`src/rtl/state_flag_sequencer.sv`:
```
// state_flag_sequencer: steps curr_state 00->01->10->11 with a dwell per state.
// Optional macro STATE_FLAG_HOLD_EN: in state 10, flag keeps its previous value.
module state_flag_sequencer #(
    parameter int DWELL_W = 4
) (
    input  logic               clk,
    input  logic               rst,
    input  logic               start,
    input  logic               abort,
    input  logic [DWELL_W-1:0] dwell,
    output logic [1:0]         curr_state,
    output logic [1:0]         flag,
    output logic               busy,
    output logic               done
);

    typedef enum logic [1:0] {
        ST_00 = 2'b00,
        ST_01 = 2'b01,
        ST_10 = 2'b10,
        ST_11 = 2'b11
    } state_t;

    state_t             state_q;
    state_t             nxt_state;
    logic [DWELL_W-1:0] cnt_q;
    logic [DWELL_W-1:0] dwell_q;

    function automatic logic [1:0] flag_code(state_t s);
        logic [1:0] f;
        f = 2'b00;
        unique case (s)
            ST_00: f = 2'b10;
            ST_01: f = 2'b10;
            ST_10: f = 2'b01;
            ST_11: f = 2'b00;
        endcase
        return f;
    endfunction

    assign curr_state = state_q;

    // Next state in the fixed 00->01->10->11 order.
    assign nxt_state = state_t'(state_q + 2'd1);

    // Sequencer: idle/run control, dwell counter and registered flag.
    always_ff @(posedge clk or posedge rst) begin
        if (rst) begin
            state_q <= ST_00;
            flag    <= 2'b00;
            busy    <= 1'b0;
            done    <= 1'b0;
            cnt_q   <= '0;
            dwell_q <= '0;
        end else begin
            done <= 1'b0;
            if (!busy) begin
                if (start && !abort) begin
                    dwell_q <= dwell;
                    cnt_q   <= dwell;
                    busy    <= 1'b1;
                    state_q <= ST_00;
                    flag    <= flag_code(ST_00);
                end
            end else if (abort) begin
                busy    <= 1'b0;
                state_q <= ST_00;
                flag    <= 2'b00;
                cnt_q   <= '0;
            end else if (cnt_q != '0) begin
                cnt_q <= cnt_q - DWELL_W'(1);
            end else if (state_q == ST_11) begin
                busy    <= 1'b0;
                done    <= 1'b1;
                state_q <= ST_00;
                flag    <= 2'b00;
            end else begin
                state_q <= nxt_state;
                cnt_q   <= dwell_q;
`ifdef STATE_FLAG_HOLD_EN
                if (nxt_state != ST_10) begin
                    flag <= flag_code(nxt_state);
                end
`else
                flag <= flag_code(nxt_state);
`endif
            end
        end
    end

endmodule
```
`config.mk`:
```
export PLATFORM = sky130hd
export DESIGN_NAME = state_flag_sequencer
export DESIGN_NICKNAME = d
export VERILOG_FILES = /design/src/rtl/state_flag_sequencer.sv
export SDC_FILE = /design/constraint.sdc
export NUM_CORES = 1
export LEC_CHECK = 0
export ABC_AREA = 1
export BUFFER_PORTS_ARGS = -buffer_cell sky130_fd_sc_hd__buf_2
export CORE_UTILIZATION = 48
export CTS_CLUSTER_SIZE = 8
export DETAILED_ROUTE_END_ITERATION = 16
export MAX_ROUTING_LAYER = met4
export PLACE_DENSITY = 0.69
export SYNTH_ARGS = -nofsm -noshare
export SYNTH_HDL_FRONTEND = slang
export SYNTH_SLANG_ARGS = --single-unit
export TNS_END_PERCENT = 10
```
`constraint.sdc`:
```
create_clock -name clk -period 1.25 [get_ports clk]
set_input_delay 0.1875 -clock clk [delete_from_list [all_inputs] [get_ports clk]]
set_output_delay 0.1875 -clock clk [all_outputs]
set_load 0.03 [all_outputs]
```
== Word-level counts from Yosys, hierarchy flattened ==
Cells that the tools add are included.
Storage, ports and cells
  register bits: 14
  output and inout port bits: 6
  word-level logic and storage cells: 49
Operators by class
  add/subtract/negate cells: 2
  eq/ne operators: 6
  mux-type cells: 25
  bitwise logic cells: 1
  reduce and logical (&&, ||, !) cells: 9
Operator list (number)
  2-to-1 mux 2 bit: 10
  2-to-1 mux 4 bit: 5
  2-to-1 mux 1 bit: 9
  == test 2 bit, second input constant: 3
  case mux 2 bit (3 select lines): 1
  AND reduction 2 bit: 3
  inequality test 4 bit, second input constant: 1
  nonzero test 4 bit: 1
  subtractor 4 x 1 -> 4 bit, second input constant: 1
  inequality test 3 bit, second input constant: 1
  adder 2 x 1 -> 2 bit, second input constant: 1
  == test 2 x 1 -> 1 bit, second input constant: 1
  logical NOT 2 bit: 1
  nonzero test 2 bit: 1
  OR reduction 2 bit: 1
  logical AND 1 bit: 1
  logical NOT 1 bit: 1
  inverter 1 bit: 1

== Logic depth before layout (Yosys ltp) ==
Gate-level depths: netlist of run 1.
  depth after elaboration: 8
  mapped depth: 9
  mapped depth without buffers: 9

== Worst setup path after synthesis of run 1 ==
No wires, ideal clock.
  kind: reg2reg
  start: register state_q[0] (netlist: curr_state[0])
  end: register cnt_q[3]
  data arrival time: 1204 ps
  slack: -81 ps
  stages on the path, launching flop included: 7
  path buffers: 0
  period minus slack after synthesis: 1331 ps
  path through: dfrtp_1 -> ha_1 -> nand3_2 -> nor2_4 -> nor2_4 -> nor2_1 -> a21oi_1
On the way
  word-level cells in the longest chain between the ends: 3
Ends and longest elaborated chain
  from (decl): line 24  | state_t state_q;
  from (signal assigned): line 78  | state_q <= nxt_state;
  == test 2 bit: line 72  | end else if (state_q == ST_11) begin
  inequality test 4 bit (no line)
  AND reduction 2 bit (no line)
  to (signal assigned): line 60  | cnt_q <= dwell;
  to (signal assigned): line 71  | cnt_q <= cnt_q - DWELL_W'(1);
  to (signal assigned): line 79  | cnt_q <= dwell_q;
  to (decl): line 26  | logic [DWELL_W-1:0] cnt_q;
No other way between the ends.
A chain may end at the register's enable or synchronous reset.

== Final worst setup path of run 1 ==
  start: register state_q[0] (netlist: curr_state[0])
  end: output port curr_state[0]
RTL lines
  to (decl): line 11  | output logic [1:0] curr_state,
No word-level cell between the ends.

==> results.md, run 1 <==
* Drt pass-1 iters at 6
* Avg WL per Cell at 11.4 um
* Clock Skews at 0.00105 ns
* CTS H-tree depth at 1
* CTS tree: yes
* P_leak at 0.593 nW
* Seq/Total Area, Yosys at 41.1%
* Routability cong. at 0.859
* Min Tclk post-route at 1.23 ns
* Crit. End Element: primary output
* FF+latch count, synth at 14
* Mapped Cells at 108
* Final setup fails at 0
* CTS sink cnt at 14
* Initial core utilization at 54.1%
* Cts bufs inserted at 3
* Final Hold Fails at 0
* Syn. warnings at 0
* DP Cell Count at 147
* Commonest non-fill, non-tap cells in the layout: nand2_1 (32), buf_2 (13), inv_1 (12), dfrtp_1 (12), buf_4 (12)
* Avg Inst Size Synth at 7.90 um2
* Vias in the first global route at 652
* Number of vias per cell at 4.85
* VDD IR max at 1320 uV
* Worst-margin pin slew at 0.529 ns
* Tcrit/Tclk final at 98.0%
* Pre-CTS WS at -0.0433 ns
* GR Overflow Total at 0
* Data arrival, critical path at 1.04 ns
* MaxCap Viol Count at 0
* Yosys cell types at 20
* Core Area at 1580 um2
* Die area at 1950 um2
* IO Port Bufs at 13
* Skew-Pair Late Insertion Delay at 0.28 ns
* Critical path peak fanout at 4
* Crit-path max cell delay at 0.44 ns
* Initial antenna violation count at 0
* Overall routing resource usage at 21.7%
* Hold_ws at 0.144 ns
* Die Wd at 44.2 um
* Final setup margin at 0.0246 ns
* CP top delay family: flip-flops
* Share of layout cells above drive strength 1 at 38.1%
* Number of inserted diodes at 0
* Slew Viols, Final at 0
* Mapped Nets at 121
* Iter 0 DRT Violations at 8
* Hold WC Path Type: input pin to flip-flop
* Startpoint Class: flip-flop
* Layout area overhead at 32.8%
* Crit path kind: flip-flop to primary output
* First-pass GRT wire length at 2860 um
* Outcome: finished, final reports clean
* Setup TNS at 0 ns
* Largest net degree at the start of global routing at 15
* Wirelength, routed at 1770 um
* Maximum clock path buffer count at 2
* Dpl hpwl at 1240 um
* Clock root buffer master: clkbuf_4
* Post-synthesis cell area at 853 um2
* Buf/Inv on CP at 2
* Rel. slew slack at 64.7%
* DR DRC count at 0
* Fin util at 71.9%
* I/O pins at 14
* Worst path cell trace: buf_4, buf_2
* Nets at 153
* Slowest cell on crit path: dfrtp_2
* RSZ-0062 raised after global routing: true
* DR vias at 752
* Commonest non-fill, non-tap cell in the layout: nand2_1
* Clock slew at reported path FFs at 0.09 ns
* Post-route ant nets at 0
* Power density cells at 2470 nW/um2
* Fmax at 0.816 GHz
* Worst EP required at 1.06 ns
* Chip height at 44.2 um
* Row count at 14
* Final std cells w/o fill at 155
==> flip-flops by register name, summed over array words and instances (netlist names) <==
| name | flops |
|---|---|
| flag | 2 |
| busy | 1 |
| cnt_q | 4 |
| done | 1 |
| dwell_q | 4 |
| curr_state | 2 |
==> routing by layer <==
layer  vias to the layer above  GRT usage [%]  routed length [um]
met4                         0           10.9                  35
met1                       335           27.1                 878
met5                         -              -                   0
met3                         5           6.12                  38
met2                        13           32.1                 812
li1                        399              -                   -
==> cell type report <==
type	instances	area, um2
clock buffer	4	36.3
fill	120	443
inverter	17	63.8
multi-input combinational	77	484
sequential	14	353
tap	16	20.0
timing repair buffer	27	176
==> where the power goes <==
group / switching, mW / internal, mW / leakage [nW]
clock network: 0.158 / 0.177 / 0.0210
logic: 0.937 / 0.724 / 0.400
registers: 0.149 / 0.654 / 0.172
total: 1.24 / 1.56 / 0.593
==> Yosys cell counts <==
cell type  number  area [um2]
o21ai_0         1        5.00
nand3_2         2        20.0
nand3_1         9        45.0
nor2_1          9        33.8
nand3b_1        1        7.51
mux2_2          3        33.8
ha_1            5        62.6
nor2_8          1        20.0
clkinv_1        1        3.75
a21oi_1         2        10.0
inv_2           2        7.51
nand2_1        32         120
nor3_1          1        5.00
inv_1          14        52.6
o21ai_1         4        20.0
nand2_2         3        18.8
dfrtp_1        14         350
nor2_2          1        6.26
a21oi_2         1        8.76
nor2_4          2        22.5
==> kinds of logic (layout without fill, tap and decap cells) <==
family,after synthesis,in the layout,share of synthesized area [%]
AOI/OAI and AO/OA,8,8,5.13
adders and majority gates,5,5,7.33
buffers and inverters,17,48,7.48
DFF,14,14,41.1
muxes,3,3,3.96
and+or+nand+nor,61,61,35.0
==> worst paths after layout <==
path                            cells after the start  slack (ns)            end           from
worst min register to register                      2        0.50        flag[0]        flag[0]
min in group asynchronous                           3        0.48     dwell_q[2]            rst
worst max-delay path                                2        0.02  curr_state[0]  curr_state[0]
max in group asynchronous                           3        0.39  curr_state[0]            rst
worst max register to register                      9        0.04       cnt_q[1]       cnt_q[1]
worst min-delay path                                2        0.14     dwell_q[0]       dwell[0]
==> per-stage QoR <==
stage,power (mW),instance area (um2)
after detailed placement,2.25,1020
after global placement,2.22,1020
after CTS,2.64,1080
after floorplan,1.75,856
after global routing,3.06,1130
final,2.80,1130
==> what timing repair did <==
action	CTS	global route
pin swaps	2	6
setup buffers	1	2
hold endpoints to repair	14	0
gates resized for setup	3	8
endpoints found under the setup margin	8	10
hold buffers	1	0
(Power assumes the default switching activity.)
==> run 2, diff against run 1 <==
--- a/config.mk
+++ b/config.mk
@@ -6,7 +6,7 @@
 export NUM_CORES = 1
 export LEC_CHECK = 0
 export ABC_AREA = 1
-export BUFFER_PORTS_ARGS = -buffer_cell sky130_fd_sc_hd__buf_2
+export BUFFER_PORTS_ARGS = -buffer_cell sky130_fd_sc_hd__buf_4
 export CORE_UTILIZATION = 48
 export CTS_CLUSTER_SIZE = 8
 export DETAILED_ROUTE_END_ITERATION = 16
==> results.md, run 2 (synthesis results as in run 1) <==
* Post-route ant nets at 0
* Outcome: finished, final reports clean
* Core Area at 1580 um2
* Clock root buffer master: clkbuf_4
* Setup TNS at 0 ns
* Worst EP required at 1.44 ns
* Commonest non-fill, non-tap cells in the layout: nand2_1 (31), buf_4 (23), dfrtp_1 (12)
* Avg WL per Cell at 11.5 um
* Min-delay src: dwell[0]
* Die area at 1950 um2
* Startpoint Class: flip-flop
* Number of vias per cell at 4.92
* Layout area overhead at 37.5%
* Vias in the first global route at 684
* P_leak at 0.599 nW
* Commonest non-fill, non-tap cell in the layout: nand2_1
* RSZ-0062 raised after global routing: true
* Drt pass-1 iters at 6
* I/O pins at 14
* Fill count at 118
* DP Area at 1060 um2
* Skew-Pair Late Insertion Delay at 0.28 ns
* Row count at 14
* R2R depth at 7
* Crit. End Element: flip-flop
* Maximum clock path buffer count at 2
* Number of inserted diodes at 0
* VDD IR max at 1280 uV
* Dpl hpwl at 1290 um
* Design area at 1170 um2
* Critical path peak fanout at 6
* FF-to-FF Start: curr_state[0]
* GR Overflow Total at 0
* Cts bufs inserted at 3
* Data arrival, critical path at 1.40 ns
* Tcrit/Tclk final at 96.7%
* Fmax at 0.827 GHz
* Hold WC Path Type: input pin to flip-flop
* Min Tclk post-route at 1.21 ns
* Hold path depth at 2
* CTS H-tree depth at 1
* Share of layout cells above drive strength 1 at 39.9%
* MaxCap Viol Count at 0
* DP Cell Count at 148
* Final setup fails at 0
* First-pass GRT wire length at 2970 um
* Initial antenna violation count at 0
* Final std cells w/o fill at 154
* Largest net degree at the start of global routing at 10
* Wirelength, routed at 1770 um
* Clock slew at reported path FFs at 0.09 ns
* Hold EP: dwell_q[0]
* IO Port Bufs at 13
* Initial core utilization at 54.1%
* Iter 0 DRT Violations at 22
* Largest regs: cnt_q x4, dwell_q x4
* Clock Skews at 0.00153 ns
* Nets at 152
* Routability cong. at 0.815
* CTS tree: yes
* Final Hold Fails at 0
* Slew Viols, Final at 0
* DR DRC count at 0
* Setup slack, reg-to-reg at 0.04 ns
* Chip height at 44.2 um
* Overall routing resource usage at 21.9%
* Die Wd at 44.2 um
* Worst-margin pin slew at 0.218 ns
* Power density cells at 2420 nW/um2
* DR vias at 758
* CTS sink cnt at 14
* R2r endpoint: cnt_q[2]
* Rel. slew slack at 85.3%
* Crit path kind: flip-flop to flip-flop
-- run 2: worst max-delay path by stage --
| stage | from | endpoint | slack, ns | cells past startpoint |
|---|---|---|---|---|
| floorplan | curr_state[1] | cnt_q[3] | -0.05 | 6 |
| finish | curr_state[0] | cnt_q[2] | 0.04 | 7 |
| global placement | cnt_q[0] | cnt_q[2] | -0.02 | 8 |
| detailed placement | cnt_q[0] | cnt_q[2] | -0.05 | 8 |
| CTS | cnt_q[0] | cnt_q[2] | 0.01 | 10 |
| global route | cnt_q[1] | cnt_q[2] | -0.06 | 8 |
-- run 2: metal layers --
layer  vias to the layer above  share of wire [%]  track usage [%]  routed length, um
met3                         4                2.9             4.90                 51
met4                         0                1.9             9.09                 33
met5                         -                  0                -                  0
met1                       336                 53             30.1                936
li1                        403                  -                -                  -
met2                        15                 42             31.2                747
-- run 2: what timing repair did --
item                                    in CTS  in global routing
gates resized for setup                      3                 13
endpoints found under the hold margin        5                  0
setup buffers                                1                  0
pin swaps                                    2                  4
endpoints found under the setup margin       6                  8
hold buffers                                 1                  0
-- run 2: final cells by class --
type | count | area, um2 | area share (%)
Tap cell | 16 | 20.0 | 1.71
Multi-Input combinational cell | 77 | 495 | 42.2
Inverter | 17 | 63.8 | 5.44
Timing Repair Buffer | 26 | 205 | 17.5
Sequential cell | 14 | 353 | 30.1
Clock buffer | 4 | 36.3 | 3.09
-- run 2: worst max-delay path, stage by stage (launching register included) --
cell	delay, ns
dfrtp_2	0.44
ha_4	0.17
nand3_2	0.08
nor2_4	0.05
nor2_4	0.16
nand2_1	0.08
nor2_1	0.09
nor2_1	0.04
-- run 2: power by group --
part | internal (mW) | switching [mW]
registers | 0.654 | 0.161
clock network | 0.177 | 0.159
logic | 0.751 | 0.942
total | 1.58 | 1.26
-- run 2: per-stage QoR --
step	power (mW)	setup WS, ns	hold slack (ns)	utilization (%)
CTS	2.68	0.00972	0.135	71.0
finish	2.84	0.0408	0.137	74.4
detailed placement	2.30	-0.0510	0.120	67.0
global placement	2.27	-0.0220	0.117	67.0
floorplan	1.75	-0.0529	0.0766	-
global route	3.09	-0.0629	0.136	74.4
==> run 3, diff against run 2 <==
--- a/config.mk
+++ b/config.mk
@@ -7,11 +7,12 @@
 export LEC_CHECK = 0
 export ABC_AREA = 1
 export BUFFER_PORTS_ARGS = -buffer_cell sky130_fd_sc_hd__buf_4
+export CORE_MARGIN = 5
 export CORE_UTILIZATION = 48
 export CTS_CLUSTER_SIZE = 8
 export DETAILED_ROUTE_END_ITERATION = 16
 export MAX_ROUTING_LAYER = met4
-export PLACE_DENSITY = 0.69
+export PLACE_DENSITY = 0.67
 export SYNTH_ARGS = -nofsm -noshare
 export SYNTH_HDL_FRONTEND = slang
 export SYNTH_SLANG_ARGS = --single-unit
==> constraint.sdc (replaced) <==
create_clock -name clk -period 1.5 [get_ports clk]
set_input_delay 0.225 -clock clk [delete_from_list [all_inputs] [get_ports clk]]
set_output_delay 0.225 -clock clk [all_outputs]
set_load 0.03 [all_outputs]
==> results.md, run 3 (synthesis results as in run 1) <==
* Number of inserted diodes at 0
* Critical path peak fanout at 6
* Logic pwr share at 53.9%
* Min Tclk post-route at 1.33 ns
* First-pass GRT wire length at 2810 um
* Layout area overhead at 19.2%
* Cts bufs inserted at 3
* Commonest non-fill, non-tap cells in the layout: nand2_1 (32), inv_1 (14), dfrtp_1 (14)
* Sw Share at 46.7%
* Drt pass-1 iters at 3
* Storage element area at 350 um2
* Setup TNS at 0 ns
* Power density cells at 1920 nW/um2
* GR Overflow Total at 0
* DR vias at 706
* Chip height at 52.2 um
* Iter 0 DRT Violations at 5
* Clock Skews at 0.000405 ns
* Data arrival, critical path at 1.49 ns
* Crit-path max cell delay at 0.40 ns
* DR DRC count at 0
* Fmax at 0.754 GHz
* Initial antenna violation count at 0
* Pre-CTS WS at 0.105 ns
* Routability cong. at 0.829
* R2r endpoint: cnt_q[3]
* Skew-Pair Late Insertion Delay at 0.28 ns
* Tot Pwr at 1.95 mW
* Largest net degree at the start of global routing at 15
* Clock share of power at 10.8%
* Tcrit/Tclk final at 88.4%
* CTS tree: yes
* Slowest cell on crit path: dfrtp_1
* RSZ-0062 raised after global routing: false
* Clock slew at reported path FFs at 0.08 ns
* Hold WC Path Type: input pin to asynchronous set/reset pin
* Core Area at 1710 um2
* FF-to-FF Start: cnt_q[0]
* Hold_ws at -0.0157 ns
* CTS H-tree depth at 1
* I/O pins at 14
* Outcome: finished, violations left
* Startpoint Class: flip-flop
* R2R depth at 7
* Initial core utilization at 50.0%
* Die area at 2720 um2
* Most numerous cell on the critical path: nor2_4
* End point of the critical path: cnt_q[3]
* Number of vias per cell at 4.74
* IO Port Bufs at 13
* Avg WL per Cell at 11.1 um
* Crit path from: cnt_q[0]
* DP Area at 982 um2
* Register share of total power at 35.3%
* Slew Viols, Final at 0
* P_leak at 0.523 nW
* Area of the multi-input gates at 452 um2
* Overall routing resource usage at 14.8%
* Commonest non-fill, non-tap cell in the layout: nand2_1
* Dpl hpwl at 1290 um
* Fill count at 169
* Maximum clock path buffer count at 2
* Failing checks: hold timing
* Final setup fails at 0
* Clock root buffer master: clkbuf_4
* Number of buffers inserted by hold repair at cts at 0
* Worst-margin pin slew at 0.549 ns
* Largest regs: cnt_q x4, dwell_q x4
* MaxCap Viol Count at 0
* Internal power at 1.04 mW
* Rel. slew slack at 63.4%
* Crit path kind: flip-flop to flip-flop
* Final Hold Fails at 14
* Wirelength, routed at 1660 um
* Worst EP required at 1.67 ns
* Worst path cell trace: inv_1, ha_4, nand2_2, nor2_4, nor2_4, nor2_1, a21oi_1
* CTS sink cnt at 14
* Vias in the first global route at 675
* Nets at 139
* VDD IR max at 1100 uV
* Post-route ant nets at 0
* Crit. End Element: flip-flop
* Share of layout cells above drive strength 1 at 25.8%
* Final setup margin at 0.174 ns
* Die Wd at 52.2 um
* Setup slack, reg-to-reg at 0.17 ns
* P_sw at 0.912 mW
* Design area at 1020 um2
* Row count at 15
==> run 3: final cells by class <==
type / count / share of cell area (%)
sequential: 14 / 34.4
tap: 25 / 3.08
timing repair buffer: 13 / 9.59
inverter: 17 / 6.27
multi-input combinational: 77 / 44.4
clock buffer: 3 / 2.21
==> run 3: stage by stage <==
stage | util, % | instances
floorplan | - | 108
global placement | 57.5 | 146
detailed placement | 57.5 | 146
CTS | 58.8 | 149
global route | 59.6 | 149
finish | 59.6 | 149
==> run 3: repair_timing <==
action	CTS	global route
setup buffers	0	0
resized for setup	0	2
setup endpoints to repair	0	5
==> run 3: worst min-delay path by stage <==
| stage | to | slack (ns) | cells past startpoint |
|---|---|---|---|
| 2_1_floorplan | busy | 0.11 | 1 |
| 3_3_place_gp | flag[0] | 0.31 | 2 |
| 6_report | flag[0] | -0.02 | 2 |
| 3_5_place_dp | flag[0] | 0.32 | 2 |
| 5_1_grt | curr_state[0] | 0.007 | 2 |
| 4_1_cts | curr_state[1] | 0.01 | 2 |
==> run 3: per-layer routing <==
| metal | wire (um) | track usage (%) | vias up |
|---|---|---|---|
| met4 | 50 | 10.2 | 0 |
| met3 | 38 | 2.58 | 5 |
| li1 | - | - | 370 |
| met1 | 762 | 16.5 | 321 |
| met2 | 807 | 23.8 | 10 |
| met5 | 0 | - | - |
==> run 3: power by group through the flow <==
stage               Sequential, mW  Clock, mW  Combinational (mW)
global placement             0.695          0                1.01
detailed placement           0.699          0                1.03
finish                       0.689      0.211                1.05
CTS                          0.691      0.218                1.03
floorplan                    0.772          0               0.683
global route                 0.716      0.244                1.19
==> run 3: worst max-delay path: cells and delay by family (launching register included) <==
kind	cells	cell delay [ns]
adder cells (fa/ha/maj)	1	0.19
AND/OR/NAND/NOR	4	0.41
buffers and inverters	1	0.15
AO/OA/AOI/OAI	1	0.05
flip-flops	1	0.40
